===== src/rtl/dpm_pkg.sv =====
// -----------------------------------------------------------------------------
// dpm_pkg
//   Shared encodings for the DPM ALU carry/condition-code stage.
//   - Data size codes for d_size_h (any 1x code selects long).
//   - Carry-in select codes for cin_sel_h.
//   - nzvc_t condition-code vector and its bit positions.
// -----------------------------------------------------------------------------
package dpm_pkg;

   localparam logic [1:0] DSZ_BYTE = 2'b00;
   localparam logic [1:0] DSZ_WORD = 2'b01;
   localparam logic [1:0] DSZ_LONG = 2'b10;

   localparam logic [1:0] CIN_ZERO = 2'b00;
   localparam logic [1:0] CIN_ONE  = 2'b01;
   localparam logic [1:0] CIN_ALUC = 2'b10;
   localparam logic [1:0] CIN_EXT  = 2'b11;

   typedef logic [3:0] nzvc_t;

   localparam int NZVC_N = 3;
   localparam int NZVC_Z = 2;
   localparam int NZVC_V = 1;
   localparam int NZVC_C = 0;

   // Z set, everything else clear
   localparam nzvc_t NZVC_RESET = 4'b0100;

endpackage


===== src/rtl/dpm_cla8.sv =====
// -----------------------------------------------------------------------------
// dpm_cla8
//   Pure combinational 8-nibble carry lookahead, active-high throughout.
// Ports:
//   p   in  8  nibble propagate, [n] = nibble n
//   g   in  8  nibble generate
//   c0  in  1  carry into nibble 0
//   c   out 9  c[n] = carry into nibble n, c[8] = carry out of nibble 7
// -----------------------------------------------------------------------------
module dpm_cla8 (
   input  logic [7:0] p,
   input  logic [7:0] g,
   input  logic       c0,
   output logic [8:0] c
);

   logic carry;

   // Ripple the lookahead equation through the eight nibbles
   always_comb begin
      carry = c0;
      c     = 9'b0_0000_0000;
      c[0]  = c0;
      for (int i = 0; i < 8; i++) begin
         carry    = g[i] | (p[i] & carry);
         c[i + 1] = carry;
      end
   end

endmodule


===== src/rtl/alucc_ctl.sv =====
// -----------------------------------------------------------------------------
// alucc_ctl
//   ALU carry / condition-code stage for the 32-bit ALP bitslice array.
//   Returns nibble carry-ins via an 8-nibble lookahead, holds the registered
//   N/Z/V/C selected by data size, and an optional step counter for
//   multiply/divide/shift loops.
// Configuration:
//   ALUCC_STEP_CNT_EN  defined   -> step counter present
//                      undefined -> no counter, sc_* inputs ignored,
//                                   sc_zero_h tied to 1
// Ports:
//   qdck_l      in   clock, rising edge
//   reset_l     in   synchronous active-low reset
//   p_l, g_l    in   nibble propagate/generate, active-low
//   aluc_l      out  carry into nibble n, active-low, combinational
//   wmuxz_h     in   byte k of WBUS is zero
//   aluv_h      in   signed overflow out of byte k
//   wsign_h     in   WBUS bits {31,15,7}
//   d_size_h    in   00 byte, 01 word, 1x long
//   cin_sel_h   in   carry-in select (zero, one, registered C, external)
//   cin_ext_h   in   external carry-in
//   cc_ld_h     in   load N/Z/V/C
//   zacc_h      in   accumulate Z across multi-precision operations
//   sc_ld_h     in   load step counter
//   sc_dec_h    in   decrement step counter (saturates at 0)
//   sc_d_h      in   step counter load value
//   alu_nzvc_h  out  registered {N,Z,V,C}
//   sc_zero_h   out  step counter == 0
// -----------------------------------------------------------------------------
module alucc_ctl
   import dpm_pkg::*;
#(
   parameter int SC_W = 6
) (
   input  logic            qdck_l,
   input  logic            reset_l,
   input  logic [7:0]      p_l,
   input  logic [7:0]      g_l,
   output logic [7:0]      aluc_l,
   input  logic [3:0]      wmuxz_h,
   input  logic [3:0]      aluv_h,
   input  logic [2:0]      wsign_h,
   input  logic [1:0]      d_size_h,
   input  logic [1:0]      cin_sel_h,
   input  logic            cin_ext_h,
   input  logic            cc_ld_h,
   input  logic            zacc_h,
   input  logic            sc_ld_h,
   input  logic            sc_dec_h,
   input  logic [SC_W-1:0] sc_d_h,
   output logic [3:0]      alu_nzvc_h,
   output logic            sc_zero_h
);

   logic [8:0] carry;
   logic       cin;
   nzvc_t      cc_reg;
   nzvc_t      cc_next;
   logic       sel_n;
   logic       sel_zn;
   logic       sel_v;
   logic       sel_c;
   logic       unused_aluv2;

   // Byte 2 overflow has no size that selects it
   assign unused_aluv2 = aluv_h[2];

   // Carry-in select; CIN_ALUC reads the flop, so a same-cycle C reload
   // cannot form a loop through the lookahead
   always_comb begin
      cin = 1'b0;
      case (cin_sel_h)
         CIN_ZERO: cin = 1'b0;
         CIN_ONE:  cin = 1'b1;
         CIN_ALUC: cin = cc_reg[NZVC_C];
         CIN_EXT:  cin = cin_ext_h;
         default:  cin = 1'b0;
      endcase
   end

   dpm_cla8 u_cla (
      .p  (~p_l),
      .g  (~g_l),
      .c0 (cin),
      .c  (carry)
   );

   assign aluc_l = ~carry[7:0];

   // Pick the flag sources for the active data size
   always_comb begin
      sel_n  = wsign_h[2];
      sel_zn = &wmuxz_h;
      sel_v  = aluv_h[3];
      sel_c  = carry[8];
      case (d_size_h)
         DSZ_BYTE: begin
            sel_n  = wsign_h[0];
            sel_zn = wmuxz_h[0];
            sel_v  = aluv_h[0];
            sel_c  = carry[2];
         end
         DSZ_WORD: begin
            sel_n  = wsign_h[1];
            sel_zn = &wmuxz_h[1:0];
            sel_v  = aluv_h[1];
            sel_c  = carry[4];
         end
         default: begin
            sel_n  = wsign_h[2];
            sel_zn = &wmuxz_h;
            sel_v  = aluv_h[3];
            sel_c  = carry[8];
         end
      endcase
   end

   // Next condition codes; zacc_h ANDs the new Z into the old one
   always_comb begin
      cc_next = cc_reg;
      if (cc_ld_h) begin
         cc_next[NZVC_N] = sel_n;
         cc_next[NZVC_V] = sel_v;
         cc_next[NZVC_C] = sel_c;
         if (zacc_h) begin
            cc_next[NZVC_Z] = sel_zn & cc_reg[NZVC_Z];
         end else begin
            cc_next[NZVC_Z] = sel_zn;
         end
      end else begin
         cc_next = cc_reg;
      end
   end

   // Condition-code register
   always_ff @(posedge qdck_l) begin
      if (!reset_l) begin
         cc_reg <= NZVC_RESET;
      end else begin
         cc_reg <= cc_next;
      end
   end

   assign alu_nzvc_h = cc_reg;

`ifdef ALUCC_STEP_CNT_EN
   logic [SC_W-1:0] step_cnt;

   // Step counter: load beats decrement, decrement saturates at zero
   always_ff @(posedge qdck_l) begin
      if (!reset_l) begin
         step_cnt <= {SC_W{1'b0}};
      end else if (sc_ld_h) begin
         step_cnt <= sc_d_h;
      end else if (sc_dec_h && (step_cnt != {SC_W{1'b0}})) begin
         step_cnt <= step_cnt - {{(SC_W-1){1'b0}}, 1'b1};
      end else begin
         step_cnt <= step_cnt;
      end
   end

   assign sc_zero_h = (step_cnt == {SC_W{1'b0}});
`else
   logic unused_sc;

   assign unused_sc = ^{sc_ld_h, sc_dec_h, sc_d_h};
   assign sc_zero_h = 1'b1;
`endif

endmodule


===== config.mk =====
export PLATFORM = sky130hd
export DESIGN_NAME = alucc_ctl
export DESIGN_NICKNAME = d
export VERILOG_FILES = /design/src/rtl/dpm_pkg.sv /design/src/rtl/dpm_cla8.sv /design/src/rtl/alucc_ctl.sv
export SDC_FILE = /design/constraint.sdc
export NUM_CORES = 1
export LEC_CHECK = 0
export ABC_AREA = 1
export CORE_MARGIN = 4
export CORE_UTILIZATION = 23
export DETAILED_ROUTE_END_ITERATION = 6
export PLACE_DENSITY = 0.82
export SKIP_LAST_GASP = 1
export SYNTH_ARGS = -nofsm -noshare
export SYNTH_HDL_FRONTEND = slang
export SYNTH_SLANG_ARGS = --single-unit

===== constraint.sdc =====
create_clock -name qdck_l -period 3.9 [get_ports qdck_l]
set_input_delay 0.78 -clock qdck_l [delete_from_list [all_inputs] [get_ports qdck_l]]
set_output_delay 0.78 -clock qdck_l [all_outputs]
set_load 0.005 [all_outputs]

==> summary.md, run 1 <==
| Metric | Value |
|---|---|
| VDD IR max | 215 uV |
| Pwr/cell area | 204 mW/mm2 |
| Die ar. | 0.00228 mm2 |
| CTS tree | yes |
| Chip height | 47.8 um |
| Most frequent cells in the layout | clkdlybuf4s50_1, nand2_1, inv_1, nand3_1, dfxtp_1 |
| Final Net Count | 163 |
| Hold Violations, Final | 0 |
| TNS Setup | 0 ps |
| Initial Util | 24.2% |
| Max frequency | 280 MHz |
| Worst-case clock buffer depth | 2 |
| Met2 Wirelength | 644 um |
| CTS sink cnt | 4 |
| CTS buffer count | 3 |
| Initial drt markers | 0 |
| Synth Area per Inst | 5.28 um2 |
| Remaining DRCs | 0 |
| DRT Wirelength | 1360 um |
| DR top layer | met4 |
| First-pass GRT wire length | 1980 um |
| Routed len/inst | 10.2 um |
| Fin Hold WS | 483 ps |
| Vias in the first global route | 529 |
| Crit start category | primary input |
| Reg area | 80.1 um2 |
| Largest net degree at the start of global routing | 7 |
| Min cycle time layout | 3570 ps |
| Cell row count | 14 |
| Setup bufs post-CTS | 0 |
| Area of the mapped netlist | 364 um2 |
| Post-DRT Antenna Nets | 0 |
| Ant diodes | 0 |
| DIE WIDTH | 47.8 um |
| I/O Pins | 57 |
| MaxCap Viol Count | 0 |
| Fin area | 860 um2 |
| H-tree depth | 1 |
| Clock Skew | 0 ps |
| Met3 wire length | 196 um |
| Max reg flops | 4 |
| Dpl cell area | 837 um2 |
| Root Driver | clkbuf_4 |
| CORE AREA | 0.00151 mm2 |
| Cell count after synthesis | 69 |
| Status | finished clean |
| Synth unique cells | 14 |
| Cts repair resizes | 0 |
| Final Non-Filler Cells | 133 |
| Register bit total from synthesis | 4 |
| Clock transition at path regs | 40 ps |
| Finish-stage setup viols | 0 |
| Filler cells | 151 |
| Reg-to-reg slack, setup | 2160 ps |
| DR vias | 582 |
| Inst Count DP | 130 |
| Grt total ovfl | 0 |
| Latest clock arrival within the worst-skew pair | 230 ps |
| HP Class | reg2reg |
| Hold-fix buffers, CTS | 0 |
| Worst setup path category | in2out |
| Crit. End Element | primary output |
| CP Data Required Time | 3120 ps |
| P&R area growth vs syn | 136% |
| GP Congestion | 0.650 |
| Most common cell after layout, fill and taps aside | clkdlybuf4s50_1 |
| Routed vias/inst | 4.38 |
| LEAKAGE | 0.447 nW |
| Fin crit share | 91.5% |
| DR pass1 iterations | 1 |
| Crit-path max FO | 3 |
| RSZ-0062 raised after global routing | false |
| GRT Overall Usage | 12.6% |
| Buffers on Ports | 46 |
| DPL Wire Length | 1230 um |
| Metal-1 WL | 505 um |
| Multi-input gate area | 198 um2 |
| Mapped Nets | 113 |
| Seq/Total Area, Yosys | 22.0% |
| Yosys warnings | 0 |
| Power, Total | 175 uW |
| Final Max Slew Viols | 0 |
| Initial antenna violation count | 0 |
| WP data arrival | 2790 ps |
| Layout cells sized above 1 | 5.13% |
[per-stage QoR]
stage / utilization [%] / setup slack (ps)
2_1_floorplan: - / 1400
3_3_place_gp: 55.6 / 374
3_5_place_dp: 55.6 / 310
4_1_cts: 57.1 / 308
5_1_grt: 57.1 / 126
6_report: 57.1 / 333
[path summary, 6_finish.rpt]
kind	from	endpoint	depth (start not counted)
worst min-delay path	alu_nzvc_h[2]$_SDFFE_PN1P_	alu_nzvc_h[2]$_SDFFE_PN1P_	2
worst max-delay path	cin_sel_h[1]	aluc_l[7]	19
worst max register to register	alu_nzvc_h[0]$_SDFFE_PN0P_	alu_nzvc_h[0]$_SDFFE_PN0P_	20
worst min register to register	alu_nzvc_h[2]$_SDFFE_PN1P_	alu_nzvc_h[2]$_SDFFE_PN1P_	2
[metal layers]
metal	global-route usage, %	up-vias
met3	7.14	2
met1	11.6	245
met5	0	-
met4	4.84	0
met2	22.7	32
li1	-	303
[cells in the mapped netlist]
library cell	count	area share, %
o21ai_0	2	2.7
a221oi_1	1	2.4
o22ai_1	1	1.7
buf_4	1	2.1
nand2_1	23	24
nand2_2	2	3.4
nand3_1	4	5.5
conb_1	1	1.0
o211ai_1	2	4.1
dfxtp_1	4	22
nor2_1	3	3.1
a21oi_2	1	2.4
a21oi_1	3	4.1
inv_1	21	22
[cells by family (layout without fill, tap and decap cells)]
logic type | count (synthesis) | in the layout | share of synthesized area (%)
AO/OA/AOI/OAI | 10 | 10 | 17.5
AND/OR/NAND/NOR | 32 | 32 | 35.7
flip-flops | 4 | 4 | 22.0
buffers and inverters | 22 | 70 | 23.7
other | 1 | 1 | 1.03
[area by class of cell]
class / instances / share of cell area (%)
Clock buffer: 3 / 2.62
Inverter: 21 / 9.17
Multi-Input combinational cell: 43 / 23.0
Sequential cell: 4 / 9.32
Tap cell: 16 / 2.33
Timing Repair Buffer: 46 / 53.6
[worst max-delay path, cell delays in order]
cell	delay, ps
clkdlybuf4s50_1	480
nand2_1	60
nand2_1	70
nand3_1	80
nand2_1	80
nand2_1	60
nand2_2	80
nand2_1	50
nand2_1	70
nand2_1	60
nand2_2	80
nand2_1	50
nand2_1	70
nand2_1	60
nand2_1	70
nand2_1	50
nand2_1	70
inv_1	40
clkdlybuf4s50_1	430
[report_power, final]
part           switching, mW  internal, mW
logic                 0.0249        0.0532
clock network         0.0167        0.0344
registers            0.00174        0.0444
total                 0.0433         0.132
(Power assumes the default switching activity.)
==> run 2: changes to the inputs <==
CTS_CLUSTER_SIZE = 12   (was not set)
GPL_TIMING_DRIVEN = 0   (was not set)
==> summary.md, run 2 (synthesis results as in run 1) <==
| Metric | Value |
|---|---|
| Status | finished clean |
| Family with the most delay on the worst path | simple AND/OR/NAND/NOR gates |
| DIE WIDTH | 47.8 um (unchanged) |
| Grt met1 use | 12.7% (+1.1 points) |
| Clock Skew | 0 ps (unchanged) |
| Final Max Slew Viols | 0 (unchanged) |
| Crit start category | primary input |
| RSZ-0062 raised after global routing | false |
| GR peak layer | met2 |
| Crit. End Element | primary output |
| MaxCap Viol Count | 0 (unchanged) |
| Initial antenna violation count | 0 (unchanged) |
| Final Net Count | 164 (+0.61%) |
| Worst Setup SP | cin_sel_h[1] |
| Chip height | 47.8 um (unchanged) |
| Worst setup path category | in2out |
| Ant diodes | 0 (unchanged) |
| Met3 Use GR | 7.89% (+0.75 points) |
| CORE AREA | 0.00151 mm2 (unchanged) |
| Routed vias/inst | 4.35 (-0.58%) |
| Clock transition at path regs | 40 ps (about the same) |
| CTS sink cnt | 4 (unchanged) |
| Pwr/cell area | 205 mW/mm2 (+0.41%) |
| HP Class | reg2reg |
| Slowest CP cell | clkdlybuf4s50_1 |
| Most frequent cells in the layout | clkdlybuf4s50_1, nand2_1, inv_1, nand3_1, dfxtp_1 |
| CTS buffer count | 3 (unchanged) |
| Max reg flops | 4 (unchanged) |
| Buffers on Ports | 46 (unchanged) |
| Worst-case clock buffer depth | 2 (unchanged) |
| Cts repair resizes | 0 (unchanged) |
| R2R Path Start | alu_nzvc_h[0]$_SDFFE_PN0P_ |
| First-pass GRT wire length | 2020 um (+2.1%) |
| Filler cells | 152 (+0.66%) |
| I/O Pins | 57 (unchanged) |
| Most common cell after layout, fill and taps aside | clkdlybuf4s50_1 |
| GRT Overall Usage | 12.9% (+0.30 points) |
| Largest net degree at the start of global routing | 7 (unchanged) |
| Post-DRT Antenna Nets | 0 (unchanged) |
| Worst-path cell chain | clkdlybuf4s50_1 > nand2_1 > nand2_1 > nand3_1 > nand2_1 > nand2_1 > nand2_2 > nand2_1 > nand2_1 > nand2_1 > nand2_2 > nand2_1 > nand2_1 > nand2_1 > nand2_1 > nand2_1 > nand2_1 > inv_1 > clkdlybuf4s50_1 |
| Cell row count | 14 (unchanged) |
| Remaining DRCs | 0 (unchanged) |
| Hold Violations, Final | 0 (unchanged) |
| TNS Setup | 0 ps (unchanged) |
| Min cycle time layout | 3560 ps (-6.24 ps) |
| Worst path bufs/invs | 3 (unchanged) |
| DR vias | 583 (+0.17%) |
| LEAKAGE | 0.451 nW (+0.93%) |
| Max frequency | 281 MHz (+0.18%) |
| Crit-path most repeated cell | nand2_1 |
| Die ar. | 0.00228 mm2 (unchanged) |
| Root Driver | clkbuf_4 |
| CP Data Required Time | 3120 ps (about the same) |
| Setup bufs post-CTS | 0 (unchanged) |
| Latest clock arrival within the worst-skew pair | 240 ps (about the same) |
| WP data arrival | 2780 ps (about the same) |
| DRT Wirelength | 1380 um (+1.5%) |
| DPL Wire Length | 1230 um (+0.14%) |
| GP Congestion | 0.658 (+1.2%) |
| Initial Util | 24.2% (unchanged) |
| Initial drt markers | 9 (+9) |
| Fin Hold WS | 480 ps (-3.58 ps) |
| Hold Path Origin | alu_nzvc_h[2]$_SDFFE_PN1P_ |
| CTS tree | yes |
| H-tree depth | 1 (unchanged) |
| Layout cells sized above 1 | 5.93% (+0.80 points) |
| P&R area growth vs syn | 138% |
| Hold-fix buffers, CTS | 0 (unchanged) |
| Worst path max stage delay | 480 ps (about the same) |
| Power, Total | 178 uW (+1.3%) |
| Grt total ovfl | 0 (unchanged) |
| DR pass1 iterations | 4 (+3) |
| Finish-stage setup viols | 0 (unchanged) |
| Crit-path max FO | 3 (unchanged) |
| Met2 GRT Util | 22.7% (unchanged) |
| Routed len/inst | 10.3 um (+0.79%) |
| Fin crit share | 91.3% (-0.16 points) |
| VDD IR max | 172 uV (-20%) |
| Vias in the first global route | 515 (-2.6%) |
run 2: changes by cell type in the layout (fill, tap and decap cells not counted), sizes merged:
| cell | change |
|---|---|
| buf | +1 |
run 2: cell type report:
cell class	instances	area, um2	area share, %
Multi-Input combinational cell	43	198	22.8
Inverter	21	78.8	9.09
Sequential cell	4	80.1	9.24
Buffer	1	7.51	0.866
Timing Repair Buffer	46	460	53.1
Clock buffer	3	22.5	2.60
Tap cell	16	20.0	2.31
run 2: routing by layer:
layer,wire length (um),vias up
li1,-,304
met1,466,242
met2,650,35
met3,252,2
met4,6,0
met5,0,-
run 2: path summary, 6_finish.rpt:
path / to / cells after the start / slack, ps
min: alu_nzvc_h[2]$_SDFFE_PN1P_ / 2 / 480
max reg2reg: alu_nzvc_h[0]$_SDFFE_PN0P_ / 20 / 2170
max: aluc_l[7] / 19 / 340
min reg2reg: alu_nzvc_h[2]$_SDFFE_PN1P_ / 2 / 480
run 2: power by group:
part	internal, mW	leakage (nW)	switching (mW)
sequential	0.0444	0.0333	0.00187
clock	0.0345	0.0138	0.0179
combinational	0.0538	0.404	0.0250
run 2: through the flow:
step / utilization, % / instance area [um2] / worst slack, ps / instances
after global routing: 57.6 / 867 / 156 / 134
after global placement: 56.1 / 845 / 371 / 131
after detailed placement: 56.1 / 845 / 309 / 131
after floorplan: - / 364 / 1400 / 69
after CTS: 57.6 / 867 / 306 / 134
final: 57.6 / 867 / 339 / 134
run 2: worst min-delay path, stage by stage, from the launching register on:
cell and delay [ps]:
dfxtp_1 320, o22ai_1 80, nand2_1 50
